[src/rtl/la_oaflt_pkg.sv]
// la_oaflt shared definitions: counter sizing, depth bounds,
// and the end-of-run compare used by every channel.
package la_oaflt_pkg;

    localparam int DEPTH_MIN = 1;
    localparam int DEPTH_MAX = 255;
    localparam int CNT_MAX_W = 8;

    function automatic int cnt_w(input int depth);
        return $clog2(depth + 1);
    endfunction

    function automatic logic cnt_last(input logic [CNT_MAX_W-1:0] cnt,
                                      input int depth);
        return cnt == CNT_MAX_W'(depth - 1);
    endfunction

endpackage

[src/rtl/la_oaflt_if.sv]
// la_oaflt signal bundle: filter enable, OR/AND terms in,
// filtered result and change pulse out.
interface la_oaflt_if #(
    parameter int N = 1,
    parameter int M = 3
);
    logic           en;
    logic [N*M-1:0] a;
    logic [N-1:0]   b;
    logic [N-1:0]   z;
    logic [N-1:0]   chg;

    modport master (output en, a, b, input z, chg);
    modport slave  (input en, a, b, output z, chg);
endinterface

[src/rtl/la_oaflt_ch.sv]
// la_oaflt single channel: OR-AND term followed by a
// consecutive-stable-edge deglitch counter.
module la_oaflt_ch
    import la_oaflt_pkg::*;
#(
    parameter int M     = 3,
    parameter int DEPTH = 4
) (
    input  logic         clk,
    input  logic         reset,
    input  logic         en,
    input  logic [M-1:0] a,
    input  logic         b,
    output logic         z,
    output logic         chg
);
    localparam int CW = cnt_w(DEPTH);

    logic          f;
    logic [CW-1:0] cnt;
    logic          last;

    assign f    = (|a) & b;
    assign last = cnt_last(CNT_MAX_W'(cnt), DEPTH);

    // count edges where f disagrees with z; commit after DEPTH in a row
    always_ff @(posedge clk or posedge reset) begin
        if (reset) begin
            z   <= 1'b0;
            cnt <= '0;
            chg <= 1'b0;
        end else if (!en) begin
            chg <= 1'b0;
        end else if (f == z) begin
            cnt <= '0;
            chg <= 1'b0;
        end else if (last) begin
            z   <= f;
            cnt <= '0;
            chg <= 1'b1;
        end else begin
            cnt <= cnt + CW'(1);
            chg <= 1'b0;
        end
    end
endmodule

[src/rtl/la_oaflt.sv]
// la_oaflt top: N deglitched OR-AND channels.
// Optional LA_OAFLT_SYNC_EN adds a 2-flop input synchroniser.
module la_oaflt
    import la_oaflt_pkg::*;
#(
    parameter string PROP  = "DEFAULT",
    parameter int    N     = 1,
    parameter int    M     = 3,
    parameter int    DEPTH = 4
) (
    input  logic    clk,
    input  logic    reset,
    la_oaflt_if.slave bus
);
    if (DEPTH < DEPTH_MIN || DEPTH > DEPTH_MAX) begin : g_bad_depth
        $error("la_oaflt: DEPTH out of range");
    end
    if (PROP == "") begin : g_bad_prop
        $error("la_oaflt: empty PROP");
    end

    logic [N*M-1:0] a_f;
    logic [N-1:0]   b_f;

`ifdef LA_OAFLT_SYNC_EN
    logic [N*M-1:0] a_s1;
    logic [N*M-1:0] a_s2;
    logic [N-1:0]   b_s1;
    logic [N-1:0]   b_s2;

    // free-running synchroniser, independent of en
    always_ff @(posedge clk or posedge reset) begin
        if (reset) begin
            a_s1 <= '0;
            a_s2 <= '0;
            b_s1 <= '0;
            b_s2 <= '0;
        end else begin
            a_s1 <= bus.a;
            a_s2 <= a_s1;
            b_s1 <= bus.b;
            b_s2 <= b_s1;
        end
    end

    assign a_f = a_s2;
    assign b_f = b_s2;
`else
    assign a_f = bus.a;
    assign b_f = bus.b;
`endif

    for (genvar i = 0; i < N; i++) begin : g_ch
        la_oaflt_ch #(
            .M     (M),
            .DEPTH (DEPTH)
        ) u_ch (
            .clk   (clk),
            .reset (reset),
            .en    (bus.en),
            .a     (a_f[i*M +: M]),
            .b     (b_f[i]),
            .z     (bus.z[i]),
            .chg   (bus.chg[i])
        );
    end
endmodule

[src/flat_wrapper.sv]
// flat-port wrapper written by rule: the top's interface ports become plain ports
module la_oaflt_flat import la_oaflt_pkg::*;
#(
    parameter string PROP  = "       ",
    parameter int    N     = 1,
    parameter int    M     = 3,
    parameter int    DEPTH = 4
)
  (clk, reset, bus_en, bus_a, bus_b, bus_z, bus_chg);
  la_oaflt_if #(.N(N), .M(M)) bus_i ();
  input  logic clk;
  input  logic reset;
  input wire logic [$bits(bus_i.en)-1:0] bus_en;
  input wire logic [$bits(bus_i.a)-1:0] bus_a;
  input wire logic [$bits(bus_i.b)-1:0] bus_b;
  output wire logic [$bits(bus_i.z)-1:0] bus_z;
  output wire logic [$bits(bus_i.chg)-1:0] bus_chg;
  assign bus_i.en = bus_en;
  assign bus_i.a = bus_a;
  assign bus_i.b = bus_b;
  assign bus_z = bus_i.z;
  assign bus_chg = bus_i.chg;
  la_oaflt #(.PROP(PROP), .N(N), .M(M), .DEPTH(DEPTH)) u_core (.clk(clk), .reset(reset), .bus(bus_i));
endmodule
[config.mk]
export PLATFORM = sky130hd
export DESIGN_NAME = la_oaflt_flat
export DESIGN_NICKNAME = d
export VERILOG_FILES = /design/src/rtl/la_oaflt_pkg.sv /design/src/rtl/la_oaflt_if.sv /design/src/rtl/la_oaflt_ch.sv /design/src/rtl/la_oaflt.sv /design/src/flat_wrapper.sv
export SDC_FILE = /design/constraint.sdc
export NUM_CORES = 1
export LEC_CHECK = 0
export ABC_AREA = 1
export CORE_AREA = 2 2 39 41
export DETAILED_ROUTE_END_ITERATION = 16
export DIE_AREA = 0 0 41 43
export DONT_BUFFER_PORTS = 1
export GPL_TIMING_DRIVEN = 0
export PLACE_DENSITY = 0.39
export SLEW_MARGIN = 20
export SYNTH_ARGS = -nofsm -noshare
export SYNTH_HDL_FRONTEND = slang
export SYNTH_SLANG_ARGS = --single-unit
[constraint.sdc]
create_clock -name clk -period 1 [get_ports clk]
set_input_delay 0.15 -clock clk [delete_from_list [all_inputs] [get_ports clk]]
set_output_delay 0.15 -clock clk [all_outputs]
set_load 0.02 [all_outputs]
==> results.md <==
- Status: finished, violations left
- Failing checks: negative setup slack
- Fin cells: 55
- DP Area: 309 um^2
- Post-CTS setup buffers: 0
- Syn_area_per_cell: 8.61 um^2
- Sink Count: 5
- H-tree depth: 1
- Lkg Pwr: 0.178 nW
- Vias in the first global route: 227
- CTS clock-pin slew for the worst setup and hold paths: 0.04 ns
- Min-Delay Path Class: in -> reg
- Initial core utilization: 20.5%
- Synth cell types: 15
- Final Hold Fails: 0
- RSZ-0062 raised after global routing: true
- WS Path Type: reg -> reg
- RePlAce Congestion: 0.585
- Largest net degree at the start of global routing: 6
- Most common cell in the synthesized netlist: inv_1
- FP Rows: 14
- Initial antenna violation count: 0
- Reg2reg setup slack: -0.06 ns
- Tmin final: 1.06 ns
- Main synth FF type: dfrtp_1
- Final cycle utilization of the critical path: 106%
- Critical path endpoint category: flop
- Core Util, Final: 25.8%
- Register area: 126 um^2
- Setup tns final: -0.0826 ns
- Clock buffers created by TritonCTS: 3
- Reg-to-reg critical path startpoint: u_core.g_ch[0].u_ch.cnt[0]$_DFFE_PP0P_
- Asr flop ratio synth: 100%
- CP Launch Point: u_core.g_ch[0].u_ch.cnt[0]$_DFFE_PP0P_
- Die ar.: 0.00176 mm^2
- Fill cell count: 156
- Mapped Area: 284 um^2
- Slew margin rel.: 85.3%
- Yosys reg bits: 5
- Power Density: 2380 mW/mm^2
- Routed Antenna Nets: 0
- CP Launch Type: flop
- Worst setup path end: u_core.g_ch[0].u_ch.cnt[0]$_DFFE_PP0P_
- Most frequent cells after synthesis: inv_1 (6), dfrtp_1 (5), nand2_1 (4)
- Area leader, netlist: dfrtp_1
- Antenna diode count: 0
- Max-cap violations: 0
- TritonRoute pass-1 iters: 2
- Fin worst setup slack: -0.0569 ns
- Vias/cell: 3.98
- Maximum vdd drop: 0.568 mV
- Clock root cell: clkbuf_4
- Post-Synthesis Cells: 33
- Die H: 43 um
- Seq/Total Area, Yosys: 44.1%
- # DRC: 0
- Die W: 41 um
- YS warnings: 0
- Reg2Reg Depth: 5
- I/O pin total: 9
- Top cells by area, synth: dfrtp_1 (44%), inv_1 (7.9%), nand3_2 (7.0%)
- Hold depth: 2
- Pre-CTS setup slack: -0.0699 ns
- Layout cells sized above 1: 41.0%
- CTS tree: yes
- WHS: 0.0605 ns
- Detailed-placement wirelength estimate: 432 um
- Via count: 219
- EDFF count, synth: 0
- Worst path arrival time: 1.22 ns
- Worst Skew: 0.000628 ns
- Clk Latency, worst-skew pair: 0.24 ns
- Final setup vio count: 3
- Core area: 0.00138 mm^2
- Global-route wire length before repair: 876 um
- Area grow syn2layout: 25.6%
- Final Max Tran Viols: 0
- Bufs on Longest Clock Path: 2
- Synth top area share: 44.1%
- Synthesized Nets: 41
- Total grt overflow: 0
- Multi-input gate area: 134 um^2
- Worst-Margin Slew: 0.220 ns
- GR Util All Layers: 8.14%
- CP required: 1.17 ns
- Final Routed Wirelength: 526 um
- Dpl cells: 49
- RR Endpoint: u_core.g_ch[0].u_ch.cnt[0]$_DFFE_PP0P_
- Fin nets: 48
- Routed length per instance: 9.56 um
- Critical path peak fanout: 4
- Overall Power: 0.848 mW
- DRT iter0 DRCs: 2
- Max Clock Freq: 946 MHz
- Final instance area: 357 um^2
- # port buffers: 0
[routing by layer]
| layer | part of all wire (%) | routed length, um | global-route usage, % | vias to the layer above |
|---|---|---|---|---|
| li1 | - | - | - | 114 |
| met5 | 0 | 0 | 0 | - |
| met1 | 40 | 213 | 8.39 | 101 |
| met3 | 6.3 | 33 | 3.14 | 0 |
| met4 | 0 | 0 | 8.00 | 0 |
| met2 | 53 | 279 | 11.6 | 4 |
[layout make-up]
| cell class | instances | area share, % |
|---|---|---|
| clock buffers | 4 | 7.37 |
| inverters | 8 | 8.42 |
| multi-input cells | 20 | 37.5 |
| flip-flops and latches | 5 | 35.4 |
| well taps | 16 | 5.61 |
| repair buffers | 2 | 5.61 |
[flip-flops by register name (all words and copies together) (netlist names)]
register	count
u_core.g_ch.u_ch.cnt	3
u_core.g_ch.u_ch.z	1
u_core.g_ch.u_ch.chg	1
[cell families (layout without fill, tap and decap cells)]
group                      Yosys count  in the layout  synth area share [%]
adders and majority gates            1              1                  4.40
and+or+nand+nor                     15             15                  30.0
AOI/OAI and AO/OA                    4              4                  11.0
buffers and inverters                8             14                  10.6
DFF                                  5              5                  44.1
[power by group]
part / internal (mW) / switching [mW]
Clock: 0.151 / 0.0811
Combinational: 0.116 / 0.155
Sequential: 0.269 / 0.0756
[worst min path at each step]
stage	from	to	slack (ns)
after floorplan	reset	u_core.g_ch[0].u_ch.chg$_DFF_PP0_	-0.07
after global placement	reset	u_core.g_ch[0].u_ch.chg$_DFF_PP0_	-0.04
after detailed placement	reset	u_core.g_ch[0].u_ch.cnt[0]$_DFFE_PP0P_	-0.03
after CTS	bus_en	u_core.g_ch[0].u_ch.z$_DFFE_PP0P_	0.05
after global routing	bus_en	u_core.g_ch[0].u_ch.z$_DFFE_PP0P_	0.06
final	bus_en	u_core.g_ch[0].u_ch.z$_DFFE_PP0P_	0.06
[timing repair]
item	CTS	global route
endpoints found under the hold margin	6	0
hold buffers	2	0
resized for setup	1	0
setup endpoints to repair	4	4
pin swaps	1	0
[worst max-delay path, stage by stage, from the launching register on]
cell and delay (ns):
dfrtp_1 0.38, ha_2 0.18, inv_2 0.06, nor2_2 0.05, or2_1 0.21, o21ai_2 0.10
[layout by cell type, fill, tap and decap left out]
cell | netlist | routed
a21boi_1 | 1 | 1
a31oi_1 | 1 | 1
clkbuf_1 | 0 | 1
clkbuf_4 | 0 | 3
dfrtp_1 | 5 | 4
dfrtp_2 | 0 | 1
dlygate4sd3_1 | 0 | 2
ha_2 | 0 | 1
inv_1 | 6 | 6
inv_2 | 2 | 2
nand2_1 | 4 | 4
nand2_2 | 3 | 3
nand3_1 | 1 | 1
nand3_2 | 2 | 2
nand4_1 | 1 | 1
nor2_1 | 2 | 1
nor2_2 | 1 | 2
o21ai_2 | 2 | 2
or2_1 | 1 | 1
Power figures use the tool's default switching activity.
